[src/rtl/muldiv_sequencer_pkg.sv]
// muldiv_sequencer_pkg: shared width, M-extension funct3 encodings and FSM states.
package muldiv_sequencer_pkg;
    localparam int XLEN = 32;

    typedef enum logic [2:0] {
        F3_MUL    = 3'b000,
        F3_MULH   = 3'b001,
        F3_MULHSU = 3'b010,
        F3_MULHU  = 3'b011,
        F3_DIV    = 3'b100,
        F3_DIVU   = 3'b101,
        F3_REM    = 3'b110,
        F3_REMU   = 3'b111
    } funct3_e;

    typedef enum logic [1:0] {S_IDLE, S_MUL, S_DIV, S_DONE} state_e;
endpackage

[src/rtl/muldiv_sequencer_if.sv]
// muldiv_sequencer_if: EX-stage request and result/stall signals of the multiply/divide unit.
interface muldiv_sequencer_if;
    import muldiv_sequencer_pkg::*;
    logic            start;
    logic [2:0]      funct3;
    logic [XLEN-1:0] opA;
    logic [XLEN-1:0] opB;
    logic            flush;
    logic            busy;
    logic            stallReq;
    logic            done;
    logic [XLEN-1:0] result;

    modport master (output start, funct3, opA, opB, flush, input busy, stallReq, done, result);
    modport slave  (input start, funct3, opA, opB, flush, output busy, stallReq, done, result);
endinterface

[src/rtl/muldiv_sign_fix.sv]
// muldiv_sign_fix: applies operand signs to an unsigned product or {remainder, quotient} and selects the result.
module muldiv_sign_fix
    import muldiv_sequencer_pkg::*;
(
    input  logic [2:0]        funct3_i,
    input  logic              neg_a_i,
    input  logic              neg_b_i,
    input  logic [2*XLEN-1:0] mag_i,
    output logic [XLEN-1:0]   result_o
);
    logic [2*XLEN-1:0] prod;
    logic [XLEN-1:0]   quo;
    logic [XLEN-1:0]   rem;

    always_comb begin
        prod     = (neg_a_i ^ neg_b_i) ? -mag_i : mag_i;
        quo      = (neg_a_i ^ neg_b_i) ? -mag_i[XLEN-1:0] : mag_i[XLEN-1:0];
        rem      = neg_a_i ? -mag_i[2*XLEN-1:XLEN] : mag_i[2*XLEN-1:XLEN];
        result_o = funct3_i[2] ? (funct3_i[1] ? rem : quo)
                 : (funct3_i == F3_MUL ? prod[XLEN-1:0] : prod[2*XLEN-1:XLEN]);
    end
endmodule

[src/rtl/muldiv_sequencer.sv]
// muldiv_sequencer: iterative RV32M multiply (shift-add) and divide (restoring), one bit per cycle.
module muldiv_sequencer
    import muldiv_sequencer_pkg::*;
(
    input  logic               clk,
    input  logic               rst_n,
    muldiv_sequencer_if.slave  bus
);
    state_e            state_q;
    logic [2:0]        funct3_q;
    logic              neg_a_q, neg_b_q, done_q;
    logic [5:0]        cnt_q;
    logic [XLEN-1:0]   m_q, result_q;
    logic [2*XLEN-1:0] acc_q, acc_d;
    logic              neg_a, neg_b, div0, ovf, is_rem, accept;
    logic [XLEN-1:0]   mag_a, mag_b, fast_res, fixed;
    logic [XLEN:0]     add_sum, rem_sh, diff;

    always_comb begin
        neg_a    = (bus.funct3 inside {F3_MULH, F3_MULHSU, F3_DIV, F3_REM}) & bus.opA[XLEN-1];
        neg_b    = (bus.funct3 inside {F3_MULH, F3_DIV, F3_REM}) & bus.opB[XLEN-1];
        mag_a    = neg_a ? -bus.opA : bus.opA;
        mag_b    = neg_b ? -bus.opB : bus.opB;
        is_rem   = bus.funct3[1];
        div0     = bus.funct3[2] && bus.opB == '0;
        ovf      = (bus.funct3 == F3_DIV || bus.funct3 == F3_REM)
                   && bus.opA == {1'b1, {(XLEN-1){1'b0}}} && bus.opB == '1;
        fast_res = div0 ? (is_rem ? bus.opA : '1) : (is_rem ? '0 : bus.opA);
        accept   = rst_n && state_q == S_IDLE && bus.start && !bus.flush;
        // acc_q holds {partial product, multiplier} for MUL and {remainder, quotient} for DIV
        add_sum  = {1'b0, acc_q[2*XLEN-1:XLEN]} + (acc_q[0] ? {1'b0, m_q} : '0);
        rem_sh   = acc_q[2*XLEN-1:XLEN-1];
        diff     = rem_sh - {1'b0, m_q};
        acc_d    = state_q == S_MUL ? {add_sum, acc_q[XLEN-1:1]}
                 : {diff[XLEN] ? rem_sh[XLEN-1:0] : diff[XLEN-1:0], acc_q[XLEN-2:0], ~diff[XLEN]};
    end

    muldiv_sign_fix u_sign_fix (
        .funct3_i (funct3_q),
        .neg_a_i  (neg_a_q),
        .neg_b_i  (neg_b_q),
        .mag_i    (acc_d),
        .result_o (fixed)
    );

    always_ff @(posedge clk or negedge rst_n) begin
        if (!rst_n) begin
            state_q  <= S_IDLE;
            funct3_q <= '0;
            neg_a_q  <= 1'b0;
            neg_b_q  <= 1'b0;
            done_q   <= 1'b0;
            cnt_q    <= '0;
            m_q      <= '0;
            acc_q    <= '0;
            result_q <= '0;
        end else if (bus.flush) begin
            state_q <= S_IDLE;
            done_q  <= 1'b0;
        end else begin
            case (state_q)
                S_IDLE: if (bus.start) begin
                    funct3_q <= bus.funct3;
                    neg_a_q  <= neg_a;
                    neg_b_q  <= neg_b;
                    cnt_q    <= '0;
                    if (!bus.funct3[2]) begin
                        state_q <= S_MUL;
                        m_q     <= mag_a;
                        acc_q   <= {{XLEN{1'b0}}, mag_b};
                    end else if (div0 || ovf) begin
                        state_q  <= S_DONE;
                        done_q   <= 1'b1;
                        result_q <= fast_res;
                    end else begin
                        state_q <= S_DIV;
                        m_q     <= mag_b;
                        acc_q   <= {{XLEN{1'b0}}, mag_a};
                    end
                end
                S_MUL, S_DIV: begin
                    acc_q <= acc_d;
                    cnt_q <= cnt_q + 6'd1;
                    if (cnt_q == 6'(XLEN-1)) begin
                        state_q  <= S_DONE;
                        done_q   <= 1'b1;
                        result_q <= fixed;
                    end
                end
                default: begin
                    state_q <= S_IDLE;
                    done_q  <= 1'b0;
                end
            endcase
        end
    end

    assign bus.busy     = state_q != S_IDLE;
    assign bus.stallReq = accept || state_q == S_MUL || state_q == S_DIV;
    assign bus.done     = done_q;
    assign bus.result   = result_q;
endmodule
[src/flat_wrapper.sv]
// flat-port wrapper written by rule: the top's interface ports become plain ports
module muldiv_sequencer_flat import muldiv_sequencer_pkg::*;
  (clk, rst_n, bus_start, bus_funct3, bus_opA, bus_opB, bus_flush, bus_busy, bus_stallReq, bus_done, bus_result);
  muldiv_sequencer_if bus_i ();
  input  logic clk;
  input  logic rst_n;
  input wire logic [$bits(bus_i.start)-1:0] bus_start;
  input wire logic [$bits(bus_i.funct3)-1:0] bus_funct3;
  input wire logic [$bits(bus_i.opA)-1:0] bus_opA;
  input wire logic [$bits(bus_i.opB)-1:0] bus_opB;
  input wire logic [$bits(bus_i.flush)-1:0] bus_flush;
  output wire logic [$bits(bus_i.busy)-1:0] bus_busy;
  output wire logic [$bits(bus_i.stallReq)-1:0] bus_stallReq;
  output wire logic [$bits(bus_i.done)-1:0] bus_done;
  output wire logic [$bits(bus_i.result)-1:0] bus_result;
  assign bus_i.start = bus_start;
  assign bus_i.funct3 = bus_funct3;
  assign bus_i.opA = bus_opA;
  assign bus_i.opB = bus_opB;
  assign bus_i.flush = bus_flush;
  assign bus_busy = bus_i.busy;
  assign bus_stallReq = bus_i.stallReq;
  assign bus_done = bus_i.done;
  assign bus_result = bus_i.result;
  muldiv_sequencer u_core (.clk(clk), .rst_n(rst_n), .bus(bus_i));
endmodule
[config.mk]
export PLATFORM = sky130hd
export DESIGN_NAME = muldiv_sequencer_flat
export DESIGN_NICKNAME = d
export VERILOG_FILES = /design/src/rtl/muldiv_sequencer_pkg.sv /design/src/rtl/muldiv_sequencer_if.sv /design/src/rtl/muldiv_sign_fix.sv /design/src/rtl/muldiv_sequencer.sv /design/src/flat_wrapper.sv
export SDC_FILE = /design/constraint.sdc
export NUM_CORES = 1
export LEC_CHECK = 0
export ABC_AREA = 1
export CORE_UTILIZATION = 45
export DETAILED_ROUTE_END_ITERATION = 16
export PLACE_DENSITY = 0.75
export SYNTH_ARGS = -nofsm -noshare
export SYNTH_HDL_FRONTEND = slang
export SYNTH_SLANG_ARGS = --single-unit
[constraint.sdc]
create_clock -name clk -period 5.65 [get_ports clk]
set_clock_uncertainty 0.1 [all_clocks]
set_input_delay 1.13 -clock clk [delete_from_list [all_inputs] [get_ports clk]]
set_output_delay 1.13 -clock clk [all_outputs]
set_load 0.03 [all_outputs]
### Word-level counts from Yosys, hierarchy flattened

Cells that the tools add are included.

* word-level logic and storage cells: 106
* bits of input ports: 71
* flip-flop bits (word level): 142
* output and inout bits: 35

* reduce and logical (&&, ||, !) cells: 26
* bitwise operators: 5
* muxes and demuxes: 39
* eq/ne operators: 19
* add/sub/neg operators: 8

Operator list (number)
* 32-bit two-way mux: 18
* 64-bit two-way mux: 5
* 32-bit negator: 4
* 64-bit case mux with 2 select lines: 1
* 32-bit == test, second input constant: 2
* 64-bit negator: 1
* 32-bit case mux with 2 select lines: 1
* 32-bit by 33-bit adder with 33-bit output: 1
* 33-bit by 32-bit subtractor with 33-bit output: 1
* 32-bit logical NOT: 1
* 3-bit inequality test, second input constant: 4
* 6-bit case mux with 2 select lines: 1
* 4-bit AND reduction: 3
* 2-bit two-way mux: 4
* 2-bit inequality test, second input constant: 4
* 6-bit by 1-bit adder with 6-bit output, second input constant: 1
* 3-bit == test, second input constant: 2
* 6-bit by 5-bit == test with 1-bit output, second input constant: 1
* 1-bit logical AND: 6
* 1-bit two-way mux: 6
* 6-bit two-way mux: 1
* 3-bit AND reduction: 2
* 6-bit AND reduction: 1
* 1-bit logical OR: 4
* 19 further kinds: 22

### Depth between registers and ports, before layout

Gate-level depths: netlist of run 1.

* depth in word-level cells: 10
* gate-level depth with buffers: 37

### Cells and area by module

A second synthesis of run 1 with hierarchy kept.

* cells, all modules: 3683
* area, all modules: 20100.5 sq um

By module, submodules not included
* muldiv_sequencer: area each 15904.0 sq um, cells each 2754, instances 1, seq. area each 3553.4 sq um
* muldiv_sign_fix: area each 4196.5 sq um, cells each 929, instances 1, seq. area each 0.0 sq um

### Worst setup path after synthesis of run 1

Ideal clock, no wire load.

* kind: reg2reg
* start point: register u_core.acc_q[31]
* end point: register u_core.result_q[16], in the netlist u_core.bus.result[16]
* path buffers: 0
* slack: 1561 ps
* clock period less this slack: 4089 ps
* cell stages (with the launch flop): 36
* arrival time: 3872 ps
* required time: 5433 ps
* cell sequence: dfrtp_1 > inv_1 > ha_1 > inv_1 > fa_1 > nand2_1 > nand2_1 > nand3_1 > nand2_2 > nand2_2 > nand2_4 > nand2_4 > nand2_4 > nand2_4 > nand2_4 > nand2_1 > nand2_2 > inv_1 > ha_1 > nand3_1 > nor2_1 > nand4_1 > nor2_2 > nand4_1 > nor2_2 > nand3_1 > nor3_2 > inv_2 > o21ai_4 > nand2_1 > a21oi_1 > o21ai_1 > nand2_1 > nand2_1 > nand2_1 > nand2_1

* word-level cells in the longest chain between the ends: 9
* elaborated cells between the ends (all ways): 15
* those cells by class: add/sub: 4; mux: 10; bitwise: 1

RTL lines
* start: declaration: RTL line muldiv_sequencer.sv:14 `logic [2*XLEN-1:0] acc_q, acc_d;`
* start signal: assignment: RTL line muldiv_sequencer.sv:70 `acc_q <= {{XLEN{1'b0}}, mag_b};`
* start signal: assignment: RTL line muldiv_sequencer.sv:78 `acc_q <= {{XLEN{1'b0}}, mag_a};`
* 33-bit by 32-bit subtractor with 33-bit output: RTL line muldiv_sequencer.sv:33 `diff = rem_sh - {1'b0, m_q};`
* 32-bit two-way mux or 1-bit NOT (tied branches): RTL line muldiv_sequencer.sv:35 `: {diff[XLEN] ? rem_sh[XLEN-1:0] : diff[XLEN-1:0], acc_q[XLEN-2:0], ~diff[XLEN]};`
* 64-bit two-way mux (*): RTL line muldiv_sequencer.sv:34 `acc_d = state_q == S_MUL ? {add_sum, acc_q[XLEN-1:1]}`
* 64-bit negator, or another cell as far along: RTL line muldiv_sign_fix.sv:16 `prod = (neg_a_i ^ neg_b_i) ? -mag_i : mag_i;`
* 64-bit two-way mux, or another cell as far along: RTL line muldiv_sign_fix.sv:16
* 32-bit two-way mux (on tied branches): RTL line muldiv_sign_fix.sv:20, muldiv_sign_fix.sv:19
* 32-bit two-way mux (*): RTL line muldiv_sign_fix.sv:19 `result_o = funct3_i[2] ? (funct3_i[1] ? rem : quo)`
* 32-bit two-way mux (*): RTL line muldiv_sequencer.sv:84 `if (cnt_q == 6'(XLEN-1)) begin`
* 32-bit case mux with 2 select lines (*): RTL line muldiv_sequencer.sv:61 `case (state_q)`
* end signal: assignment: RTL line muldiv_sequencer.sv:74 `result_q <= fast_res;`
* end signal: assignment: RTL line muldiv_sequencer.sv:87 `result_q <= fixed;`
* end: declaration: RTL line muldiv_sequencer.sv:13 `logic [XLEN-1:0] m_q, result_q;`

Mark *: on every way between the ends. The rest lies on a longest branch, timed or not. The select of a mux whose other input is x is not followed.
A chain may end at the register's enable or synchronous reset.

### Worst setup path in the final report of run 1

Ends and elaborated chain as after synthesis.

==> qor.csv, run 1 <==
stage,metric,value,unit
drt,drt-vias-per-instance,5.849,
min_path,worstHoldStart,u_core.bus.result[18]$_DFFE_PN0P_,
finish,drive_gt1_share,7.273,%
grt,grt_overflow,0,
clocking,htreeDepth,4,
yosys,synthTopCellsByArea,"dfrtp_1 (19%), nand2_1 (19%), inv_1 (8.8%)",
drt,drt-total-wl,78.82,mm
power_and_ir_drop,max-vdd-ir-drop,349.7,uV
die,num_rows,73,
drt,ant_nets,0,
finish,nFillCells,4141,
yosys,syn_inst,3158,
timing,min_period,5.244,ns
worst_setup_path,cp_slowest_cell,fa_1,
yosys,synthArstFlopShare,100.0,%
yosys,synth_top_cell_area_share,19.35,%
die,fp.coreArea,0.04001,sq mm
power_and_ir_drop,p_leak,10.47,nW
worst_setup_path,critPathMaxStageDelay,0.41,ns
finish,final_nets,3366,
yosys,yosysSeqAreaShare,19.35,%
worst_setup_path,r2r_start,u_core.acc_q[31]$_DFFE_PN0P_,
grt,antenna_found_initial,0,
clocking,cts.clk_slew.worst_paths,0.07,ns
timing,hold_viol_final,0,
die,fp.dieArea,0.04162,sq mm
worst_setup_path,crit_type,reg2reg,
drt,vias,21970,
clocking,insertion_delay,0.45,ns
min_path,hold-path-endpoint,u_core.bus.result[18]$_DFFE_PN0P_,
timing,worstMarginPinSlew,1.238,ns
clocking,ctsHoldBuffers,0,
clocking,cts_buffers,17,
clocking,clkSinkCount,142,
timing,whs,0.3800,ns
timing,fmax,190.7,MHz
yosys,synth_area_leader_cell,dfrtp_1,
worst_setup_path,critPathBufInv,4,
worst_setup_path,r2r-end,u_core.bus.result[16]$_DFFE_PN0P_,
timing,slew_headroom,17.16,%
min_path,hold_depth,2,
drt,drc,0,
placed_design,io_buffer_count,105,
grt,grt_pass1_vias,20030,
worst_setup_path,rrSetupSlack,0.41,ns
die,fp.dieH,204.0,um
timing,drv_slew,0,
worst_setup_path,critPathCaptureType,register,
finish,syn_to_final_growth,11.85,%
grt,grt_pass1_wl,118.6,mm
yosys,synth_warnings,0,
worst_setup_path,rr_worst_depth,35,
worst_setup_path,worstSetupStartpointType,register,
worst_setup_path,crit_required,5.89,ns
timing,setup_viol,0,
drt,drtIter0Drc,2877,
worst_setup_path,cp_top_family,simple AND/OR/NAND/NOR gates,
drt,routedWlPerCell,20.99,um
die,fp.dieW,204.0,um
yosys,synth-edff-count,0,
worst_setup_path,crit_arrival,5.48,ns
yosys,yosysMostFrequentCell,nand2_1,
yosys,synth_area_per_cell,5.815,sq um
yosys,synth_flop_cell,dfrtp_1,
worst_setup_path,worstPathMaxFanout,8,
yosys,yosysUniqueCellTypes,57,
job,cap_violations,0,
timing,fin_setup_tns,0,ns
clocking,clock-root-buffer,clkbuf_16,
yosys,synth_nets,3305,
die,start_util,45.91,%
yosys,synth_area,0.01837,sq mm
min_path,hp-class,reg2reg,
worst_setup_path,cp_common_cell,nand2_1,
grt,grtUsageTotal,37.67,%
clocking,clockBufferDepth,2,
yosys,synth_common_cells,"nand2_1 (940), inv_1 (430), nor2_1 (263)",
power_and_ir_drop,power_density,722.2,mW/mm^2
clocking,cts_resized,0,
timing,finalCritPeriodShare,92.82,%
placed_design,finalWeightedCongestion,1.065,
clocking,cts_tree,done,
grt,grt_max_degree,65,
die,io_pins,106,
drt,drt_pass1_iterations,7,
finish,antennaDiodeCount,0,
placed_design,hpwlAfterDp,62.92,mm
status,outcome,completed,
clocking,cts_setup_buffers,0,
timing,rsz0062_at_grt,false,
yosys,synth_seq_cells,142,
## cell type report
| cell class | instances | area [sq um] | area share (%) |
|---|---|---|---|
| timing repair buffer | 157 | 1455 | 7.084 |
| inverter | 451 | 1693 | 8.241 |
| clock inverter | 11 | 110.1 | 0.5360 |
| tap | 525 | 656.9 | 3.198 |
| multi-input combinational | 2450 | 12620 | 61.42 |
| sequential | 142 | 3553 | 17.30 |
| clock buffer | 20 | 456.7 | 2.223 |
## sequential cells by signal, summed over array words and instances (netlist names)
name               count
u_core.m_q            32
u_core.neg_a_q         1
u_core.cnt_q           6
u_core.funct3_q        3
u_core.bus.done        1
u_core.state_q         2
u_core.acc_q          64
u_core.bus.result     32
u_core.neg_b_q         1
## logic make-up after synthesis
| kind of cell | synth area share, % |
|---|---|
| buffers and inverters | 12.02 |
| muxes | 0.05451 |
| and+or+nand+nor | 39.88 |
| DFF | 19.35 |
| xor gates and xnor gates | 4.912 |
| adders and majority gates | 5.260 |
| AOI/OAI and AO/OA | 18.52 |
## placed cells by master, fill, tap and decap left out, types with 7 or more instances in the layout
cell type        netlist  final
nand2_2               46     46
o221ai_1              24     24
o21a_1                20     20
o211ai_1              22     22
o22ai_1               31     31
o21ai_0              230    230
o21bai_1              23     23
nand3_2                9      9
nand3b_1              18     18
dfrtp_1              142    142
clkbuf_16              0     17
nand4_1               32     32
or2_2                 20     20
buf_4                  1     51
xnor2_1               25     25
nand3_1              257    257
nor4_1                 7      7
nand2_1              940    940
nor3_1                40     40
xor2_1                78     78
o21ai_1               11     11
clkdlybuf4s50_1        0    104
nand2_4                8      8
ha_1                  74     72
nor2_1               263    262
inv_1                430    429
nor2_2                24     24
a22oi_1               12     12
a31oi_1                7      7
a21oi_1              172    172
inv_2                 17     18
## power by group
group,switching [W],internal (W),total [W]
logic,0.00846,0.00348,0.0119
clock network,0.000501,0.000632,0.00113
registers,0.000346,0.00142,0.00177
## through the flow
stage                     setup WS (ns)  total power, W  cells  cell area, sq um  utilization [%]
after floorplan                   1.561        0.009652   3158             18370                -
after global placement           0.5827         0.01318   3725             19970            49.93
after detailed placement         0.6045         0.01323   3725             19970            49.93
after CTS                        0.6000         0.01441   3756             20540            51.34
after global routing           0.006101         0.01589   3756             20540            51.34
final                            0.4058         0.01483   3756             20540            51.34
## worst max-delay path by stage
stage,start,end,depth (start not counted)
2_1_floorplan,u_core.acc_q[31]$_DFFE_PN0P_,u_core.bus.result[16]$_DFFE_PN0P_,35
3_3_place_gp,u_core.acc_q[31]$_DFFE_PN0P_,u_core.bus.result[16]$_DFFE_PN0P_,35
3_5_place_dp,u_core.acc_q[31]$_DFFE_PN0P_,u_core.bus.result[16]$_DFFE_PN0P_,35
4_1_cts,u_core.acc_q[31]$_DFFE_PN0P_,u_core.bus.result[30]$_DFFE_PN0P_,37
5_1_grt,u_core.acc_q[31]$_DFFE_PN0P_,u_core.bus.result[30]$_DFFE_PN0P_,37
6_report,u_core.acc_q[31]$_DFFE_PN0P_,u_core.bus.result[16]$_DFFE_PN0P_,35
## layer usage
metal	part of all wire, %	vias to the layer above	track usage, %
li1	-	10340	-
met1	40	9917	49.14
met2	42	1402	57.41
met3	10	308	6.425
met4	7.5	0	24.25
met5	0	-	0
## worst min-delay path: stages (launching register included)
cell and delay [ns]:
dfrtp_1 0.34, nand2_1 0.05, nand2_1 0.06
Power figures use the tool's default switching activity.
==> inputs of run 2 (changes only) <==
Settings changed: ABC_AREA 1 to not set, CORE_UTILIZATION 45 to 60, PLACE_DENSITY 0.75 to 0.92.
==> run 2 against run 1 <==
  * Routed wire length shrank 7.4%
  * Via count shrank 8.0%
  * Synthesized cell count shrank 23%
  * Clock-buffer cell count shrank 2
  * First-iteration DRC count grew 6.9%
  * Sequential cell count is the same
  * Die area shrank 28%
  * Area after synthesis shrank 5.0%
  * Critical endpoint is now u_core.bus.result[25]$_DFFE_PN0P_
  * Largest cell class unchanged
==> qor.csv, run 2 <==
stage,metric,value,unit,change
placed_design,hpwlAfterDp,56.88,mm,was 62.92 mm
yosys,yosysSeqAreaShare,20.37,%,was 19.35%
finish,final_common_cell,nand2_1,,unchanged
grt,grt_overflow,0,,unchanged
die,fp.dieW,172.5,um,was 204.0 um
worst_setup_path,worstPathMaxFanout,13,,was 8
clocking,cts.clk_slew.worst_paths,0.06,ns,was 0.07 ns
timing,hold_viol_final,0,,unchanged
job,cap_violations,0,,unchanged
drt,routedWlPerCell,25.32,um,was 20.99 um
clocking,cts_tree,done,,unchanged
die,start_util,60.95,%,was 45.91%
worst_setup_path,worstSetupStartpointType,register,,unchanged
min_path,hp-class,reg2reg,,unchanged
timing,drv_slew,0,,unchanged
drt,vias,20210,,"was 21,970"
yosys,syn_inst,2427,,"was 3,158"
drt,drt-total-wl,72.96,mm,was 78.82 mm
finish,syn_to_final_growth,13.11,%,was 11.85%
drt,ant_nets,0,,unchanged
placed_design,finalWeightedCongestion,1.082,,was 1.065
worst_setup_path,rrSetupSlack,0.15,ns,was 0.41 ns
timing,worstMarginPinSlew,1.089,ns,was 1.238 ns
grt,antenna_found_initial,2,,was 0
yosys,synth_flop_cell,dfrtp_1,,unchanged
timing,fmax,181.8,MHz,was 190.7 MHz
finish,final_nets,2632,,"was 3,366"
yosys,synth_area_per_cell,7.189,sq um,was 5.815 sq um
status,outcome,completed,,unchanged
timing,setup_viol,0,,unchanged
yosys,synthArstFlopShare,100.0,%,unchanged
clocking,clkSinkCount,142,,unchanged
clocking,insertion_delay,0.47,ns,was 0.45 ns
finish,antennaDiodeCount,0,,unchanged
clocking,clock-root-buffer,clkbuf_16,,unchanged
yosys,synth_nets,2574,,"was 3,305"
drt,drt-vias-per-instance,7.011,,was 5.849
drt,drtIter0Drc,3075,,"was 2,877"
yosys,synth_warnings,0,,unchanged
worst_setup_path,crit_required,5.90,ns,was 5.89 ns
clocking,cts_buffers,17,,unchanged
die,fp.dieH,172.5,um,was 204.0 um
worst_setup_path,crit_type,reg2reg,,unchanged
placed_design,io_buffer_count,105,,unchanged
finish,largest-register,u_core.acc_q,,unchanged
timing,fin_setup_tns,0,ns,unchanged
yosys,synth_area,0.01745,sq mm,was 0.01837 sq mm
clocking,htreeDepth,4,,unchanged
grt,grt_pass1_vias,18430,,"was 20,030"
finish,largest_register_ffs,64,,unchanged
clocking,cts_setup_buffers,0,,unchanged
finish,layout_common_cells,"nand2_1 (304), o21ai_0 (253), a21oi_1 (243)",,"was nand2_1 (940), inv_1 (429), nor2_1 (262)"
yosys,yosysMostFrequentCell,nand2_1,,unchanged
drt,drc,0,,unchanged
finish,drive_gt1_share,9.207,%,was 7.273%
drt,drt_pass1_iterations,6,,was 7
grt,grt_max_degree,124,,was 65
die,io_pins,106,,unchanged
die,fp.dieArea,0.02977,sq mm,was 0.04162 sq mm
grt,grtUsageTotal,48.50,%,was 37.67%
die,num_rows,62,,was 73
die,fp.coreArea,0.02863,sq mm,was 0.04001 sq mm
yosys,synth_area_leader_cell,dfrtp_1,,unchanged
timing,slew_headroom,25.50,%,was 17.16%
yosys,synthTopCellsByArea,"dfrtp_1 (20%), o21ai_0 (7.3%), a21oi_1 (7.0%)",,"was dfrtp_1 (19%), nand2_1 (19%), inv_1 (8.8%)"
clocking,clockBufferDepth,2,,unchanged
yosys,synth_common_cells,"nand2_1 (305), o21ai_0 (253), a21oi_1 (243)",,"was nand2_1 (940), inv_1 (430), nor2_1 (263)"
worst_setup_path,critPathCaptureType,register,,unchanged
yosys,synth_top_cell_area_share,20.37,%,was 19.35%
yosys,yosysUniqueCellTypes,110,,was 57
timing,min_period,5.501,ns,was 5.244 ns
grt,grt_pass1_wl,110.5,mm,was 118.6 mm
yosys,synth_seq_cells,142,,unchanged
timing,finalCritPeriodShare,97.36,%,was 92.82%
yosys,synth-edff-count,0,,unchanged
worst_setup_path,crit_arrival,5.75,ns,was 5.48 ns
clocking,ctsHoldBuffers,0,,unchanged
[run 2: cell count changes in the layout (fill, tap and decap cells not counted), moves of 36 or more]
cell / delta
nand2_2: -43
a21oi_1: +71
and2_1: +47
nand3_1: -214
mux2i_1: +53
nor3_1: +36
xnor2_1: +72
inv_1: -355
nand2_1: -636
buf_4: +37
[run 2: what timing repair did]
action                     CTS  global route
pin swaps                    0             3
resized for setup            1            13
setup endpoints to repair    1            13
[run 2: worst max-delay path, stage by stage (launching register included)]
cell	delay, ns
dfrtp_2	0.46
inv_1	0.08
ha_1	0.19
inv_1	0.06
fa_1	0.44
a211oi_2	0.26
o211ai_1	0.27
nand3_2	0.19
a21oi_4	0.09
o21a_2	0.22
buf_4	0.18
a2111oi_0	0.92
nor3_2	0.25
nor2_2	0.16
nand3_1	0.18
nor4_2	0.28
mux2_1	0.40
o311a_1	0.35
a211o_1	0.27
[run 2: logic make-up (layout without fill, tap and decap cells)]
logic type               count (synthesis)  count (layout)  share of synthesized area (%)
adder cells (fa/ha/maj)                 76              76                          5.536
buffers and inverters                  234             305                          5.722
XOR/XNOR                               179             179                          8.985
AO/OA/AOI/OAI                          825             825                          30.35
multiplexers                            68              68                          4.001
flip-flops                             142             142                          20.37
AND/OR/NAND/NOR                        903             903                          25.04
[run 2: per-layer routing]
layer	up-vias	GRT usage (%)	share of wire, %
li1	8942	-	-
met1	9476	61.57	37
met2	1461	73.40	43
met3	324	13.85	13
met4	4	28.39	6.6
met5	-	0	0.044
[run 2: worst paths after layout]
| check | to | cells past startpoint | startpoint |
|---|---|---|---|
| setup / recovery | u_core.bus.result[25]$_DFFE_PN0P_ | 18 | u_core.acc_q[31]$_DFFE_PN0P_ |
| hold / removal | u_core.bus.result[30]$_DFFE_PN0P_ | 2 | u_core.bus.result[30]$_DFFE_PN0P_ |
| setup reg to reg | u_core.bus.result[25]$_DFFE_PN0P_ | 18 | u_core.acc_q[31]$_DFFE_PN0P_ |
| hold reg to reg | u_core.bus.result[30]$_DFFE_PN0P_ | 2 | u_core.bus.result[30]$_DFFE_PN0P_ |
| max in group asynchronous | u_core.acc_q[31]$_DFFE_PN0P_ | 3 | rst_n |
| min in group asynchronous | u_core.bus.result[31]$_DFFE_PN0P_ | 1 | rst_n |
[run 2: final cells by class]
class                      count  area [sq um]
clock buffer                  18         439.2
clock inverter                14         203.9
fill                        2439          8890
sequential                   142          3555
timing repair buffer         195          1763
tap                          384         480.5
inverter                      78         292.8
multi-input combinational   2051         13000
[run 2: per-stage QoR]
step	setup slack, ns	cells	util, %	hold WS (ns)	cell area, sq um
after floorplan	0.4675	2427	-	0.3578	17450
after global placement	0.1172	2850	66.48	0.3674	19030
after detailed placement	-0.02029	2850	66.48	0.3673	19030
after CTS	0.06952	2882	68.73	0.3817	19680
after global routing	-0.01512	2882	68.94	0.4105	19740
final	0.1491	2882	68.94	0.3841	19740
Power of run 2 is not shown: default switching activity piles up to over one toggle a cycle in this logic, so the estimate is an artifact.
